$ cat src/rtl/lsu_mem_access_if.sv
// Data-memory bus between the load/store unit and the memory.
//   mem_req   : request active (held until mem_ready)
//   mem_we    : 1 = write, 0 = read
//   mem_addr  : word-aligned address
//   mem_be    : byte enables, already shifted into lane position
//   mem_wdata : write data, already shifted into lane position
//   mem_ready : memory completes the request this cycle
//   mem_rdata : read data, valid with mem_ready
interface lsu_mem_access_if;
    logic        mem_req;
    logic        mem_we;
    logic [31:0] mem_addr;
    logic [3:0]  mem_be;
    logic [31:0] mem_wdata;
    logic        mem_ready;
    logic [31:0] mem_rdata;

    modport master (
        output mem_req, mem_we, mem_addr, mem_be, mem_wdata,
        input  mem_ready, mem_rdata
    );

    modport slave (
        input  mem_req, mem_we, mem_addr, mem_be, mem_wdata,
        output mem_ready, mem_rdata
    );
endinterface

$ cat src/rtl/lsu_mem_access.sv
// Load/store unit: takes decoded memory controls plus ALU address and rs2
// data, performs one handshaked data-memory access with wait states and an
// abort timeout, and returns aligned, extended load data to writeback.
//   clk, rst      : clock, synchronous active-high reset
//   acc_valid     : decoded instruction valid this cycle
//   rwmem, memWE  : memory access / store select from the decoder
//   byteena       : unshifted store lane mask
//   funct3        : access width and signedness
//   addr, wdata   : effective address, store data
//   stall         : hold PC/pipeline while an access is in flight
//   done          : one-cycle completion pulse
//   load_data     : extended load result (valid with done && !err)
//   load_we       : register write strobe for load_data
//   err, err_code : 1 misaligned, 2 illegal funct3/byteena, 3 timeout
//   mem           : data-memory bus (master side)
module lsu_mem_access #(
    parameter int unsigned TIMEOUT = 16,
    parameter int unsigned XLEN    = 32
) (
    input  logic            clk,
    input  logic            rst,
    input  logic            acc_valid,
    input  logic            rwmem,
    input  logic            memWE,
    input  logic [3:0]      byteena,
    input  logic [2:0]      funct3,
    input  logic [XLEN-1:0] addr,
    input  logic [XLEN-1:0] wdata,
    output logic            stall,
    output logic            done,
    output logic [XLEN-1:0] load_data,
    output logic            load_we,
    output logic            err,
    output logic [1:0]      err_code,
    lsu_mem_access_if.master mem
);

    typedef enum logic [1:0] {IDLE, REQ, DONE} state_t;

    state_t      state;
    logic [7:0]  cnt;
    logic [1:0]  r_off;
    logic [2:0]  r_f3;
    logic        r_we;

    logic        start;
    logic        illegal;
    logic        misaligned;
    logic [31:0] shifted;
    logic [31:0] extracted;

    always_comb begin
        start      = (state == IDLE) && acc_valid && rwmem;
        stall      = start || (state == REQ);
        illegal    = memWE ? ((funct3 > 3'd2) || (byteena == 4'b0000))
                           : ((funct3 == 3'd3) || (funct3 == 3'd6) || (funct3 == 3'd7));
        // funct3[1:0] gives the access size for both loads and stores.
        misaligned = ((funct3[1:0] == 2'd1) && addr[0]) ||
                     ((funct3[1:0] == 2'd2) && (addr[1:0] != 2'b00));
    end

    always_comb begin
        shifted   = mem.mem_rdata >> {r_off, 3'b000};
        extracted = '0;
        case (r_f3)
            3'd0:    extracted = {{24{shifted[7]}}, shifted[7:0]};
            3'd1:    extracted = {{16{shifted[15]}}, shifted[15:0]};
            3'd2:    extracted = shifted;
            3'd4:    extracted = {24'b0, shifted[7:0]};
            3'd5:    extracted = {16'b0, shifted[15:0]};
            default: extracted = '0;
        endcase
    end

    always_ff @(posedge clk) begin
        if (rst) begin
            state         <= IDLE;
            cnt           <= '0;
            r_off         <= '0;
            r_f3          <= '0;
            r_we          <= 1'b0;
            done          <= 1'b0;
            load_data     <= '0;
            load_we       <= 1'b0;
            err           <= 1'b0;
            err_code      <= '0;
            mem.mem_req   <= 1'b0;
            mem.mem_we    <= 1'b0;
            mem.mem_addr  <= '0;
            mem.mem_be    <= '0;
            mem.mem_wdata <= '0;
        end else begin
            case (state)
                IDLE: begin
                    if (start) begin
                        r_off <= addr[1:0];
                        r_f3  <= funct3;
                        r_we  <= memWE;
                        cnt   <= '0;
                        if (illegal) begin
                            state    <= DONE;
                            done     <= 1'b1;
                            err      <= 1'b1;
                            err_code <= 2'd2;
                        end else if (misaligned) begin
                            state    <= DONE;
                            done     <= 1'b1;
                            err      <= 1'b1;
                            err_code <= 2'd1;
                        end else begin
                            state         <= REQ;
                            mem.mem_req   <= 1'b1;
                            mem.mem_we    <= memWE;
                            mem.mem_addr  <= {addr[31:2], 2'b00};
                            mem.mem_be    <= memWE ? (byteena << addr[1:0]) : 4'b1111;
                            mem.mem_wdata <= wdata << {addr[1:0], 3'b000};
                        end
                    end
                end
                REQ: begin
                    if (mem.mem_ready || (cnt == 8'(TIMEOUT - 1))) begin
                        state         <= DONE;
                        done          <= 1'b1;
                        mem.mem_req   <= 1'b0;
                        mem.mem_we    <= 1'b0;
                        mem.mem_addr  <= '0;
                        mem.mem_be    <= '0;
                        mem.mem_wdata <= '0;
                        if (mem.mem_ready) begin
                            if (!r_we) begin
                                load_data <= extracted;
                                load_we   <= 1'b1;
                            end
                        end else begin
                            err      <= 1'b1;
                            err_code <= 2'd3;
                        end
                    end else begin
                        cnt <= cnt + 8'd1;
                    end
                end
                DONE: begin
                    state     <= IDLE;
                    done      <= 1'b0;
                    load_data <= '0;
                    load_we   <= 1'b0;
                    err       <= 1'b0;
                    err_code  <= '0;
                end
                default: state <= IDLE;
            endcase
        end
    end

endmodule

$ cat src/flat_wrapper.sv
// flat-port wrapper written by rule: the top's interface ports become plain ports
module lsu_mem_access_flat 
#(
    parameter int unsigned TIMEOUT = 16,
    parameter int unsigned XLEN    = 32
)
  (clk, rst, acc_valid, rwmem, memWE, byteena, funct3, addr, wdata, stall, done, load_data, load_we, err, err_code, mem_mem_req, mem_mem_we, mem_mem_addr, mem_mem_be, mem_mem_wdata, mem_mem_ready, mem_mem_rdata);
  lsu_mem_access_if mem_i ();
  input  logic clk;
  input  logic rst;
  input  logic acc_valid;
  input  logic rwmem;
  input  logic memWE;
  input  logic [3:0] byteena;
  input  logic [2:0] funct3;
  input  logic [XLEN-1:0] addr;
  input  logic [XLEN-1:0] wdata;
  output logic stall;
  output logic done;
  output logic [XLEN-1:0] load_data;
  output logic load_we;
  output logic err;
  output logic [1:0] err_code;
  output wire logic [$bits(mem_i.mem_req)-1:0] mem_mem_req;
  output wire logic [$bits(mem_i.mem_we)-1:0] mem_mem_we;
  output wire logic [$bits(mem_i.mem_addr)-1:0] mem_mem_addr;
  output wire logic [$bits(mem_i.mem_be)-1:0] mem_mem_be;
  output wire logic [$bits(mem_i.mem_wdata)-1:0] mem_mem_wdata;
  input wire logic [$bits(mem_i.mem_ready)-1:0] mem_mem_ready;
  input wire logic [$bits(mem_i.mem_rdata)-1:0] mem_mem_rdata;
  assign mem_mem_req = mem_i.mem_req;
  assign mem_mem_we = mem_i.mem_we;
  assign mem_mem_addr = mem_i.mem_addr;
  assign mem_mem_be = mem_i.mem_be;
  assign mem_mem_wdata = mem_i.mem_wdata;
  assign mem_i.mem_ready = mem_mem_ready;
  assign mem_i.mem_rdata = mem_mem_rdata;
  lsu_mem_access #(.TIMEOUT(TIMEOUT), .XLEN(XLEN)) u_core (.clk(clk), .rst(rst), .acc_valid(acc_valid), .rwmem(rwmem), .memWE(memWE), .byteena(byteena), .funct3(funct3), .addr(addr), .wdata(wdata), .stall(stall), .done(done), .load_data(load_data), .load_we(load_we), .err(err), .err_code(err_code), .mem(mem_i));
endmodule
$ cat config.mk
export PLATFORM = sky130hd
export DESIGN_NAME = lsu_mem_access_flat
export DESIGN_NICKNAME = d
export VERILOG_FILES = /design/src/rtl/lsu_mem_access_if.sv /design/src/rtl/lsu_mem_access.sv /design/src/flat_wrapper.sv
export SDC_FILE = /design/constraint.sdc
export NUM_CORES = 1
export LEC_CHECK = 0
export CAP_MARGIN = 5
export CORE_ASPECT_RATIO = 1.1
export CORE_MARGIN = 3
export CORE_UTILIZATION = 48
export CTS_CLUSTER_SIZE = 30
export DETAILED_ROUTE_END_ITERATION = 10
export PLACE_DENSITY = 0.85
export RECOVER_POWER = 100
export SYNTH_ARGS = -nofsm -noshare
export SYNTH_HDL_FRONTEND = slang
export SYNTH_SLANG_ARGS = --single-unit
$ cat constraint.sdc
create_clock -name clk -period 3.55 [get_ports clk]
set_clock_uncertainty 0.05 [all_clocks]
set_input_delay 1.065 -clock clk [delete_from_list [all_inputs] [get_ports clk]]
set_output_delay 1.065 -clock clk [all_outputs]
set_load 0.005 [all_outputs]
==> impl_metrics.json <==
{
  "outcome": "completed",
  "synth-edff-count": 0,
  "initial_core_util": 0.501,
  "worstPathMaxFanout": 4,
  "endpoint_kind": "output pin",
  "vias": 5517,
  "tightest_slew_ns": 0.840,
  "hold_depth": 1,
  "cts_setup_buffers": 0,
  "pre_cts_ws_ns": 0.176,
  "syn2layout_area_growth_pct": 47.2,
  "slew_viol_final": 0,
  "insertion_delay_ns": 0.42,
  "synth_cells": 553,
  "antenna_found_initial": 0,
  "power.density_nw_per_um2": 463,
  "critPathRequiredTime_ns": 2.43,
  "wire_per_inst_um": 20.1,
  "path_clk_slew_ns": 0.05,
  "reg2reg_slack_ns": 0.98,
  "io_buffers": 214,
  "drt_pass1_iterations": 5,
  "fin_ws_ns": 0.178,
  "maxCapViolCount": 0,
  "rr_worst_depth": 7,
  "holdPathEnd": "u_core.mem.mem_req",
  "core_area_um2": 11600,
  "cts_hold_buffers": 0,
  "mostFrequentLayoutCells": "121 x dfxtp_1, 107 x dlygate4sd3_1, 105 x clkdlybuf4s50_1",
  "die_x_um": 111,
  "antenna_cells": 0,
  "synth.avg_cell_area_um2": 10.5,
  "ys.flop_type": "dfxtp_1",
  "grt_pass1_vias": 5587,
  "place.gp.congestion": 0.881,
  "htree_levels": 4,
  "period_share": 0.950,
  "drive_gt1_frac": 0.119,
  "grt_max_degree": 44,
  "fillCellCount": 789,
  "synth.ff_latch_count": 121,
  "grt_pass1_wl_um": 29400,
  "nNetsFinal": 872,
  "dp_hpwl_um": 13300,
  "max_freq_mhz": 297,
  "setup.worst_path.start_class": "input port",
  "rows": 41,
  "grt_overflow": 0,
  "wl_um": 18500,
  "hold_violations": 0,
  "rsz0062_at_grt": "false",
  "grt_usage": 0.271,
  "p_leak_nw": 3.58,
  "critPathKind": "in2out",
  "drt-vias-per-instance": 6.00,
  "drt_iter0_markers": 327,
  "final_antenna_net_count": 0,
  "vdd.ir_drop.worst_uv": 382,
  "cts_buffer_depth": 2,
  "yosysUniqueCellTypes": 61,
  "drc_errors": 0,
  "ys_seq_area_frac": 0.416,
  "num_io_pins": 217,
  "holdWs_ns": 0.393,
  "setup-tns-final_ns": 0,
  "post_cts_resized": 0,
  "startpoint": "acc_valid",
  "max-slew-margin-rel": 0.435,
  "cp.arrival_ns": 2.26,
  "ys_async_sr_fraction": 0,
  "tritoncts": "yes",
  "finalSetupViolations": 0,
  "clockRootBuffer": "clkbuf_16",
  "yosys_warnings": 0,
  "min_path_type": "reg2reg",
  "min_period_ns": 3.37,
  "numCtsBuffers": 17,
  "hp-start": "u_core.mem.mem_req",
  "synth_area_um2": 5830,
  "die_h_um": 122,
  "r2r-start": "u_core.state[1]",
  "r2r-end": "u_core.load_data[26]",
  "floorplan.die_area_um2": 13500,
  "numClockSinks": 121,
  "mostFrequentLayoutCell": "dfxtp_1"
}
-- report_power, final --
part | internal, mW | switching, mW
Combinational | 0.382 | 0.364
Sequential | 1.43 | 0.0491
Clock | 1.15 | 0.597
Total | 2.97 | 1.01
-- cell type report --
cell class	count	area, um2	share of cell area
Inverter	8	30.0	0.00350
Clock inverter	8	119	0.0139
Sequential cell	121	2420	0.282
Clock buffer	23	478	0.0557
Timing Repair Buffer	231	2250	0.263
Multi-Input combinational cell	379	3090	0.360
Tap cell	150	188	0.0219
-- layer usage --
layer  track usage  vias to the layer above  share of wire
met5             0                        -              0
met2         0.477                      276           0.50
li1              -                     2520              -
met3        0.0785                       35          0.074
met1         0.319                     2686           0.40
met4        0.0913                        0          0.022
-- cells in the mapped netlist (3+ instances only) --
cell / count / area (um2)
a21boi_0: 4 / 30.0
a21oi_1: 20 / 100
a221o_1: 7 / 70.1
a221o_2: 11 / 124
a22o_1: 42 / 368
a22oi_1: 8 / 60.1
a31oi_1: 3 / 18.8
and3_1: 4 / 25.0
buf_1: 6 / 22.5
buf_2: 12 / 60.1
buf_4: 5 / 37.5
buf_6: 9 / 101
clkbuf_1: 14 / 52.6
dfxtp_1: 121 / 2420
ha_1: 5 / 62.6
inv_1: 8 / 30.0
mux2_2: 16 / 180
mux2i_1: 54 / 541
mux4_2: 9 / 203
nand2_1: 39 / 146
nand2b_1: 29 / 181
nand3_1: 4 / 20.0
nor2_1: 17 / 63.8
nor2b_1: 5 / 31.3
o211ai_1: 10 / 75.1
o21ai_0: 6 / 30.0
o2bb2ai_1: 24 / 210
o31ai_1: 4 / 30.0
o32ai_1: 8 / 70.1
or3_1: 8 / 50.1
or4_1: 3 / 22.5
-- through the flow --
stage                util  power [mW]  std cells  instance area, um2
floorplan               -        1.91        554                5830
global placement    0.688        2.25        889                8010
detailed placement  0.688        2.28        889                8010
CTS                 0.739        4.02        920                8600
global route        0.737        4.11        920                8580
finish              0.737        3.98        920                8580
-- sequential cells by signal, summed over array words and instances (netlist names) --
signal,cells
u_core.mem.mem_req,1
u_core.err,1
u_core.mem.mem_wdata,32
u_core.state,2
u_core.r_we,1
u_core.load_data,32
u_core.err_code,2
u_core.mem.mem_addr,30
u_core.r_off,2
u_core.cnt,8
u_core.load_we,1
u_core.done,1
u_core.mem.mem_we,1
u_core.r_f3,3
u_core.mem.mem_be,4
-- worst max path at each step --
stage,to,slack [ns],cells after the start
floorplan,u_core.mem.mem_be[2],0.98,5
detailed placement,stall,0.18,4
global placement,stall,0.18,4
CTS,stall,0.17,4
finish,stall,0.18,4
global route,u_core.mem.mem_wdata[2],0.08,6
-- critical path: stages --
cell             delay (ns)
clkdlybuf4s50_1        0.51
nand3_1                0.10
nand2_1                0.09
clkdlybuf4s50_1        0.49
-- logic make-up (layout without fill, tap and decap cells) --
logic type	count (synthesis)	count (layout)	synth area share
AO/OA/AOI/OAI	161	161	0.229
adder cells (fa/ha/maj)	5	5	0.0107
buffers and inverters	54	270	0.0522
flip-flops	121	121	0.416
multiplexers	80	80	0.161
other	1	2	0.000643
AND/OR/NAND/NOR	131	131	0.132
Power figures use the tool's default switching activity.
